File: src/rtl/cpu_defs.sv
// Shared definitions for the interrupt dispatch slice: FSM state encoding,
// default vector table placement and priority-index width.
package cpu_defs;

  typedef enum logic [2:0] {
    IDLE,
    HALT,
    WAIT,
    PUSH_HI,
    PUSH_LO,
    JUMP
  } irq_state_t;

  localparam logic [15:0] DEF_VEC_BASE   = 16'h0040;
  localparam int unsigned DEF_VEC_STRIDE = 8;
  localparam int unsigned IDX_W          = 3;

endpackage

File: src/rtl/irq_dispatch_if.sv
// Stack-push memory handshake between the dispatcher and the memory system.
interface irq_dispatch_if;
  logic        mem_req;
  logic        mem_we;
  logic [15:0] mem_addr;
  logic [7:0]  mem_wdata;
  logic        mem_ack;

  modport master (output mem_req, mem_we, mem_addr, mem_wdata, input mem_ack);
  modport slave  (input mem_req, mem_we, mem_addr, mem_wdata, output mem_ack);
endinterface

File: src/rtl/irq_prio_enc.sv
// Fixed-priority encoder: the lowest-numbered asserted request wins.
module irq_prio_enc
  import cpu_defs::*;
#(
  parameter int unsigned NUM_IRQ = 5
) (
  input  logic [NUM_IRQ-1:0] req,
  output logic [IDX_W-1:0]   idx,
  output logic               valid
);

  always_comb begin
    idx   = '0;
    valid = 1'b0;
    for (int unsigned i = 0; i < NUM_IRQ; i++) begin
      if (req[i] && !valid) begin
        idx   = IDX_W'(i);
        valid = 1'b1;
      end
    end
  end

endmodule

File: src/rtl/irq_dispatch.sv
// Interrupt dispatcher: IME handling, HALT wake-up, and the vectored dispatch
// sequence (wait, push PC high/low onto the stack, jump to the vector).
module irq_dispatch
  import cpu_defs::*;
#(
  parameter int unsigned NUM_IRQ    = 5,
  parameter logic [15:0] VEC_BASE   = DEF_VEC_BASE,
  parameter int unsigned VEC_STRIDE = DEF_VEC_STRIDE,
  parameter int unsigned WAIT_CLKS  = 8
) (
  input  logic               clk,
  input  logic               rst,
  input  logic [NUM_IRQ-1:0] irq_flags,
  input  logic [NUM_IRQ-1:0] irq_enable,
  input  logic               instr_boundary,
  input  logic               ei_strobe,
  input  logic               di_strobe,
  input  logic               reti_strobe,
  input  logic               halt_req,
  input  logic [15:0]        pc_in,
  input  logic [15:0]        sp_in,
  irq_dispatch_if.master     mem,
  output logic               pc_load,
  output logic               sp_load,
  output logic [15:0]        pc_value,
  output logic [15:0]        sp_value,
  output logic [NUM_IRQ-1:0] if_clear,
  output logic               ime,
  output logic               halted,
  output logic               busy,
  output logic               irq_pending
);

  localparam int unsigned     CNT_W    = (WAIT_CLKS > 1) ? $clog2(WAIT_CLKS) : 1;
  localparam logic [CNT_W-1:0] CNT_LAST = CNT_W'(WAIT_CLKS - 1);
  localparam logic [15:0]     STRIDE16 = 16'(VEC_STRIDE);

  irq_state_t         state;
  logic [CNT_W-1:0]   cnt;
  logic               ei_pend;
  logic               ei_step;
  logic [IDX_W-1:0]   win_idx;
  logic               win_valid;
  logic [NUM_IRQ-1:0] pending;
  logic [IDX_W-1:0]   enc_idx;
  logic               enc_valid;

  assign pending     = irq_flags & irq_enable;
  assign irq_pending = |pending;

  irq_prio_enc #(.NUM_IRQ(NUM_IRQ)) u_prio (
    .req   (pending),
    .idx   (enc_idx),
    .valid (enc_valid)
  );

  always_ff @(posedge clk or posedge rst) begin
    if (rst) begin
      state         <= IDLE;
      cnt           <= '0;
      ei_pend       <= 1'b0;
      ei_step       <= 1'b0;
      win_idx       <= '0;
      win_valid     <= 1'b0;
      ime           <= 1'b0;
      halted        <= 1'b0;
      busy          <= 1'b0;
      pc_load       <= 1'b0;
      sp_load       <= 1'b0;
      pc_value      <= '0;
      sp_value      <= '0;
      if_clear      <= '0;
      mem.mem_req   <= 1'b0;
      mem.mem_we    <= 1'b0;
      mem.mem_addr  <= '0;
      mem.mem_wdata <= '0;
    end else begin
      pc_load  <= 1'b0;
      sp_load  <= 1'b0;
      if_clear <= '0;

      // EI takes effect on the second instruction boundary after it is seen
      if (di_strobe) begin
        ime     <= 1'b0;
        ei_pend <= 1'b0;
        ei_step <= 1'b0;
      end else if (!busy) begin
        if (reti_strobe)
          ime <= 1'b1;
        if (ei_strobe) begin
          ei_pend <= 1'b1;
          ei_step <= 1'b0;
        end else if (ei_pend && instr_boundary) begin
          if (ei_step) begin
            ime     <= 1'b1;
            ei_pend <= 1'b0;
          end else begin
            ei_step <= 1'b1;
          end
        end
      end

      // FSM writes to ime come last so dispatch entry overrides a same-cycle set
      case (state)
        IDLE: begin
          if (instr_boundary && ime && irq_pending) begin
            state <= WAIT;
            ime   <= 1'b0;
            busy  <= 1'b1;
            cnt   <= '0;
          end else if (halt_req && !irq_pending) begin
            state  <= HALT;
            halted <= 1'b1;
          end
        end
        HALT: begin
          if (irq_pending) begin
            halted <= 1'b0;
            if (ime) begin
              state <= WAIT;
              ime   <= 1'b0;
              busy  <= 1'b1;
              cnt   <= '0;
            end else begin
              state <= IDLE;
            end
          end
        end
        WAIT: begin
          if (cnt == CNT_LAST) begin
            state         <= PUSH_HI;
            mem.mem_req   <= 1'b1;
            mem.mem_we    <= 1'b1;
            mem.mem_addr  <= sp_in - 16'd1;
            mem.mem_wdata <= pc_in[15:8];
          end else begin
            cnt <= cnt + CNT_W'(1);
          end
        end
        PUSH_HI: begin
          if (mem.mem_ack) begin
            state         <= PUSH_LO;
            mem.mem_addr  <= sp_in - 16'd2;
            mem.mem_wdata <= pc_in[7:0];
            win_idx       <= enc_idx;
            win_valid     <= enc_valid;
          end
        end
        PUSH_LO: begin
          if (mem.mem_ack) begin
            state       <= JUMP;
            mem.mem_req <= 1'b0;
            mem.mem_we  <= 1'b0;
            pc_load     <= 1'b1;
            sp_load     <= 1'b1;
            sp_value    <= sp_in - 16'd2;
            pc_value    <= win_valid ? VEC_BASE + 16'(win_idx) * STRIDE16 : '0;
            if_clear    <= win_valid ? NUM_IRQ'(1) << win_idx : '0;
          end
        end
        JUMP: begin
          state <= IDLE;
          busy  <= 1'b0;
        end
        default: state <= IDLE;
      endcase
    end
  end

endmodule

File: src/flat_wrapper.sv
// flat-port wrapper written by rule: the top's interface ports become plain ports
module irq_dispatch_flat import cpu_defs::*;
#(
  parameter int unsigned NUM_IRQ    = 5,
  parameter logic [15:0] VEC_BASE   = DEF_VEC_BASE,
  parameter int unsigned VEC_STRIDE = DEF_VEC_STRIDE,
  parameter int unsigned WAIT_CLKS  = 8
)
  (clk, rst, irq_flags, irq_enable, instr_boundary, ei_strobe, di_strobe, reti_strobe, halt_req, pc_in, sp_in, pc_load, sp_load, pc_value, sp_value, if_clear, ime, halted, busy, irq_pending, mem_mem_req, mem_mem_we, mem_mem_addr, mem_mem_wdata, mem_mem_ack);
  irq_dispatch_if mem_i ();
  input  logic clk;
  input  logic rst;
  input  logic [NUM_IRQ-1:0] irq_flags;
  input  logic [NUM_IRQ-1:0] irq_enable;
  input  logic instr_boundary;
  input  logic ei_strobe;
  input  logic di_strobe;
  input  logic reti_strobe;
  input  logic halt_req;
  input  logic [15:0] pc_in;
  input  logic [15:0] sp_in;
  output logic pc_load;
  output logic sp_load;
  output logic [15:0] pc_value;
  output logic [15:0] sp_value;
  output logic [NUM_IRQ-1:0] if_clear;
  output logic ime;
  output logic halted;
  output logic busy;
  output logic irq_pending;
  output wire logic [$bits(mem_i.mem_req)-1:0] mem_mem_req;
  output wire logic [$bits(mem_i.mem_we)-1:0] mem_mem_we;
  output wire logic [$bits(mem_i.mem_addr)-1:0] mem_mem_addr;
  output wire logic [$bits(mem_i.mem_wdata)-1:0] mem_mem_wdata;
  input wire logic [$bits(mem_i.mem_ack)-1:0] mem_mem_ack;
  assign mem_mem_req = mem_i.mem_req;
  assign mem_mem_we = mem_i.mem_we;
  assign mem_mem_addr = mem_i.mem_addr;
  assign mem_mem_wdata = mem_i.mem_wdata;
  assign mem_i.mem_ack = mem_mem_ack;
  irq_dispatch #(.NUM_IRQ(NUM_IRQ), .VEC_BASE(VEC_BASE), .VEC_STRIDE(VEC_STRIDE), .WAIT_CLKS(WAIT_CLKS)) u_core (.clk(clk), .rst(rst), .irq_flags(irq_flags), .irq_enable(irq_enable), .instr_boundary(instr_boundary), .ei_strobe(ei_strobe), .di_strobe(di_strobe), .reti_strobe(reti_strobe), .halt_req(halt_req), .pc_in(pc_in), .sp_in(sp_in), .mem(mem_i), .pc_load(pc_load), .sp_load(sp_load), .pc_value(pc_value), .sp_value(sp_value), .if_clear(if_clear), .ime(ime), .halted(halted), .busy(busy), .irq_pending(irq_pending));
endmodule
File: config.mk
export PLATFORM = sky130hd
export DESIGN_NAME = irq_dispatch_flat
export DESIGN_NICKNAME = d
export VERILOG_FILES = /design/src/rtl/cpu_defs.sv /design/src/rtl/irq_dispatch_if.sv /design/src/rtl/irq_prio_enc.sv /design/src/rtl/irq_dispatch.sv /design/src/flat_wrapper.sv
export SDC_FILE = /design/constraint.sdc
export NUM_CORES = 1
export LEC_CHECK = 0
export CORE_ASPECT_RATIO = 1.4
export CORE_MARGIN = 2
export CORE_UTILIZATION = 38
export DETAILED_ROUTE_END_ITERATION = 10
export PLACE_DENSITY = 0.77
export SYNTH_ARGS = -nofsm -noshare
export SYNTH_HDL_FRONTEND = slang
export SYNTH_SLANG_ARGS = --single-unit
File: constraint.sdc
create_clock -name clk -period 3.3 [get_ports clk]
set_input_delay 0.66 -clock clk [delete_from_list [all_inputs] [get_ports clk]]
set_output_delay 0.66 -clock clk [all_outputs]
set_load 0.05 [all_outputs]
# [Word-level counts from Yosys, hierarchy flattened]
# Cells that the tools add are included.
[word_totals] register_bits=78 in_bits=50 out_inout_bits=69 elab_cells=135
[classes] n_addsub=4 n_eq_ne=17 shifts=1 muxes=64 bitwise=1 n_reduce_logical=32
[op_table] cell="16-bit 2-to-1 mux" count=3
[op_table] cell="3-bit 2-to-1 mux" count=13
[op_table] cell="1-bit 2-to-1 mux" count=34
[op_table] cell="16-bit case mux with 2 select lines" count=1
[op_table] cell="8-bit 2-to-1 mux" count=2
[op_table] cell="8-bit case mux with 2 select lines" count=1
[op_table] cell="16-bit by 1-bit subtractor with 16-bit output, second input constant" count=1
[op_table] cell="16-bit by 2-bit subtractor with 16-bit output, second input constant" count=1
[op_table] cell="5-bit 2-to-1 mux" count=3
[op_table] cell="3-bit case mux with 5 select lines" count=1
[op_table] cell="3-bit nonzero test" count=4
[op_table] cell="2-bit by 1-bit inequality test with 1-bit output, second input constant" count=5
[op_table] cell="2-bit inequality test, second input constant" count=5
[op_table] cell="5-bit AND reduction" count=2
[op_table] cell="3-bit == test, second input constant" count=3
[op_table] cell="3-bit case mux with 3 select lines" count=1
[op_table] cell="3-bit AND reduction" count=3
[op_table] cell="7-bit by 6-bit adder with 8-bit output, first input constant" count=1
[op_table] cell="1-bit logical AND" count=8
[op_table] cell="4-bit AND reduction" count=2
[op_table] cell="3-bit by 2-bit == test with 1-bit output, second input constant" count=2
[op_table] cell="1-bit case mux with 2 select lines" count=3
[op_table] cell="2-bit AND reduction" count=3
[op_table] cell="2-bit nonzero test" count=3
[op_table] cell="10 further kinds" count=14

# [Depth between registers and ports, before layout]
[depth] ltp_word=14 depth_mapped=8 depth_no_buf=6

# [Modules after synthesis]
# A second synthesis with hierarchy kept.
[hier_totals] hier_cells=383 area_unflattened_um2=3490.8
[by_module_without_submodules] module="irq_dispatch" instances=1 cells_per_inst=375 area_each_um2=3442.1 seq_area_each_um2=1651.6
[by_module_without_submodules] module="irq_prio_enc" instances=1 cells_per_inst=8 area_each_um2=48.8 seq_area_each_um2=0.0

# [Least setup slack after synthesis]
# Ideal clock, no wire load.
[synth_path] path_type="input-to-reg" from="input port sp_in[1]" to="register u_core.mem.mem_addr[13]" setup_ns=0.082 arrival_time_ns=2.659 required_ns=3.218 slack_ns=0.559 stages=7 path_buffers=1 path_cell_list="clkbuf_1 -> inv_1 -> ha_1 -> or4b_4 -> or4_4 -> or3_1 -> a31oi_1"
[synth_between] elab_chain_cells=3 elab_cells_between_ends=5 cone_classes="add/sub (2); mux (3)"
[synth_rtl] element="start, declared" line="flat_wrapper.sv:21" source="input logic [15:0] sp_in;"
[synth_rtl] element="16-bit by 2-bit subtractor with 16-bit output / 16-bit by 1-bit subtractor with 16-bit output (equally long branches)" line="irq_dispatch.sv:143, irq_dispatch.sv:134"
[synth_rtl] element="16-bit 2-to-1 mux, on equally long branches" line="irq_dispatch.sv:141, irq_dispatch.sv:130"
[synth_rtl] element="16-bit case mux with 2 select lines (*)" line="irq_dispatch.sv:104" source="case (state)"
[synth_rtl] element="end signal, assigned" line="irq_dispatch.sv:134" source="mem.mem_addr <= sp_in - 16'd1;"
[synth_rtl] element="end signal, assigned" line="irq_dispatch.sv:143" source="mem.mem_addr <= sp_in - 16'd2;"
[synth_rtl] element="end, declared" line="irq_dispatch_if.sv:9" source="modport master (output mem_req, mem_we, mem_addr, mem_wdata, input mem_ack);"
# Mark *: on every way between the ends. The rest lies on a longest branch, timed or not. The select of a mux whose other input is x is not followed.
# A chain may end at the register's enable or synchronous reset.

# [Worst setup path in the final report]
# Ends and elaborated chain as after synthesis.

==> results_dict.tcl <==
set metrics [dict create \
    vias_per_cell 5.19 \
    synth-edff-count 0 \
    leakage_nw 2.04 \
    status "completed" \
    post-route-util 0.548 \
    path_cells "clkdlybuf4s50_1 > inv_1 > ha_1 > or4b_4 > or4_4 > or3_1 > a31oi_1" \
    maxCapViolCount 0 \
    post_cts_resized 0 \
    antenna_cells 0 \
    r2r_slack_ns 0.99 \
    cts-root-buf "clkbuf_16" \
    synthToLayoutAreaGrowth_pct 42.0 \
    worstSetupPathType "input port to flip-flop" \
    cts_buffer_depth 2 \
    power_density_nw_per_um2 960 \
    dp_hpwl_um 6480 \
    synth_area_um2 3420 \
    cts_hold_buf 0 \
    relSlewSlack 0.529 \
    synth_seq_cells 66 \
    synth.largest_area_cell "dfrtp_1" \
    track_usage 0.183 \
    r2r_end "u_core.mem.mem_addr[15]" \
    worst_pin_slew_ns 0.707 \
    cp.buffers_inverters 2 \
    synth_warnings 0 \
    worstPathRequired_ns 3.55 \
    finalMaxSlewViolations 0 \
    vdd_drop_max_mv 0.585 \
    wl_per_cell_um 14.9 \
    synth_cell_types 51 \
    fin_crit_sh 0.831 \
    setup_viol 0 \
    holdPathEnd "u_core.sp_value[0]" \
    final_cells 589 \
    power_mw 4.67 \
    cts.sink_count 66 \
    synth_top_cell_area_share 0.482 \
    r2r_cells 4 \
    multi_input_area_um2 1580 \
    grt_overflow 0 \
    clkTransAtPathRegs_ns 0.05 \
    routabilityCongestion 0.874 \
    vias 3056 \
    grt_setup_unrepaired "no" \
    nFillCells 783 \
    crit_path_top_delay_cell "or4_4" \
    synth_flop_cell "dfrtp_1" \
    rows 41 \
    async_reset_ff_frac 1.00 \
    ant_nets 0 \
    portBuffers 106 \
    clock_skew_ns 0.00518 \
    crit_path_start_kind "input port" \
    hold_viol_final 0 \
    grt_pass1_wl_um 14000 \
    numCtsBuffers 9 \
    first_global_vias 2986 \
    core_um2 8870 \
    synth_area_per_cell_um2 9.08 \
    finalNetCount 532 \
    yosysMostFrequentCell "dfrtp_1" \
    crit_path_max_incr_delay_ns 0.54 \
    min_path_cells 2 \
    synth_area_leaders "dfrtp_1, nand2_1, o21ai_0" \
    endpoint_kind "flip-flop" \
    r2r-start "u_core.state[0]" \
    firstDrtPassIters 4 \
    hold_path.class "flip-flop to flip-flop" \
    drc 0 \
    die_area_um2 9790 \
    drt_iter0_drc 156 \
    drive_above_1_share 0.0788 \
    finalCriticalPeriod_ns 2.74 \
    seq_area_um2 1650 \
    cts_tree "built" \
    clk_latency_ns 0.33 \
    htree_levels 3 \
    netlist_instances 377 \
    ys_top_cells_by_count "dfrtp_1, nand2_1, o21ai_0" \
    die_h_um 116 \
    crit_family "simple AND/OR/NAND/NOR gates" \
    postRouteWirelength_um 8750 \
    yosysSeqAreaShare 0.482 \
    grt_max_degree 38 \
    setup_tns_ns 0 \
    cts_setup_buffers 0 \
    place_inst 573 \
    cp.arrival_ns 2.99 \
    ios 119 \
    min-delay-start "u_core.sp_value[0]" \
    die_x_um 84.2 \
    initial_core_util 0.386 \
    max_freq_mhz 365 \
    antenna_found_initial 0 \
    crit_fanout 5 \
]
[kinds of logic (layout without fill, tap and decap cells)]
group,Yosys count,count (layout),share of synthesized area
XOR/XNOR,17,17,0.0435
multiplexers,5,5,0.0150
flip-flops,66,66,0.482
buffers and inverters,48,142,0.0691
AND/OR/NAND/NOR,148,148,0.216
adder cells (fa/ha/maj),5,5,0.0183
other,1,12,0.00110
AO/OA/AOI/OAI,87,87,0.155
[layout by cell type, fill, tap and decap left out, types with 2 or more instances in the layout]
cell type        instances
nand2b_1                 4
or3_1                    4
clkbuf_16                9
buf_4                    8
or4_4                    2
xor2_1                   6
a31oi_1                 19
clkinv_2                 2
ha_1                     5
nor3_1                   6
a22oi_1                  3
conb_1                  12
clkdlybuf4s50_1        105
dfrtp_1                 66
inv_1                   11
bufinv_16                2
mux2i_1                  4
a21o_1                   2
or4_1                    7
nor2b_1                  2
nor3b_1                  3
a21oi_1                  7
nor4_1                   7
a211oi_1                 3
and3_1                   2
and3b_1                  2
or3_2                    2
o21ai_0                 37
xnor2_1                 11
nand2_1                 60
o31ai_1                  7
or2_2                    4
nor2_1                  33
[stage by stage]
step                cell area, um2  hold WS (ns)  setup WS, ns
global route                  4860         0.500         0.429
CTS                           4860         0.483         0.558
floorplan                     3460         0.454         0.559
global placement              4540         0.462         0.253
finish                        4860         0.477         0.558
detailed placement            4540         0.469         0.223
[layer usage]
metal | wire length [um] | vias to the layer above | share of wire | track usage
met4 | 176 | 0 | 0.020 | 0.0785
met2 | 4730 | 91 | 0.54 | 0.329
met1 | 3360 | 1457 | 0.38 | 0.199
met3 | 494 | 15 | 0.056 | 0.0594
met5 | 0 | - | 0 | 0
li1 | - | 1493 | - | -
[state kept, by name, indices dropped and copies added, names as in the netlist, 3 cells and up]
signal and cells:
u_core.cnt 3, u_core.pc_value 4, u_core.state 3, u_core.if_clear 5, u_core.sp_value 16, u_core.mem.mem_addr 16
u_core.mem.mem_wdata 8, u_core.win_idx 3
[tightest hold or removal path, delay by kind of cell (launching register included)]
family | cells | cell delay (ns)
flip-flops | 1 | 0.34
AO/OA/AOI/OAI | 1 | 0.06
AND/OR/NAND/NOR | 1 | 0.05
[worst max path at each step]
stage | startpoint | endpoint | depth (start not counted)
6_report | sp_in[1] | u_core.mem.mem_addr[13] | 7
5_1_grt | sp_in[1] | u_core.mem.mem_addr[13] | 7
4_1_cts | sp_in[1] | u_core.mem.mem_addr[13] | 7
3_5_place_dp | sp_in[1] | u_core.mem.mem_addr[13] | 7
3_3_place_gp | sp_in[1] | u_core.mem.mem_addr[13] | 7
2_1_floorplan | sp_in[1] | u_core.mem.mem_addr[13] | 7
[final cells by class]
type / count / area share
clock buffers: 11 / 0.0499
clock inverters: 5 / 0.0160
inverters: 12 / 0.00927
multi-input cells: 274 / 0.325
flip-flops and latches: 66 / 0.340
well taps: 107 / 0.0275
repair buffers: 114 / 0.233
[where the power goes]
group / total, mW / switching [mW] / internal (mW)
Sequential: 1.37 / 0.243 / 1.13
Clock: 1.02 / 0.344 / 0.679
Combinational: 2.27 / 1.51 / 0.768
Power figures use the tool's default switching activity.
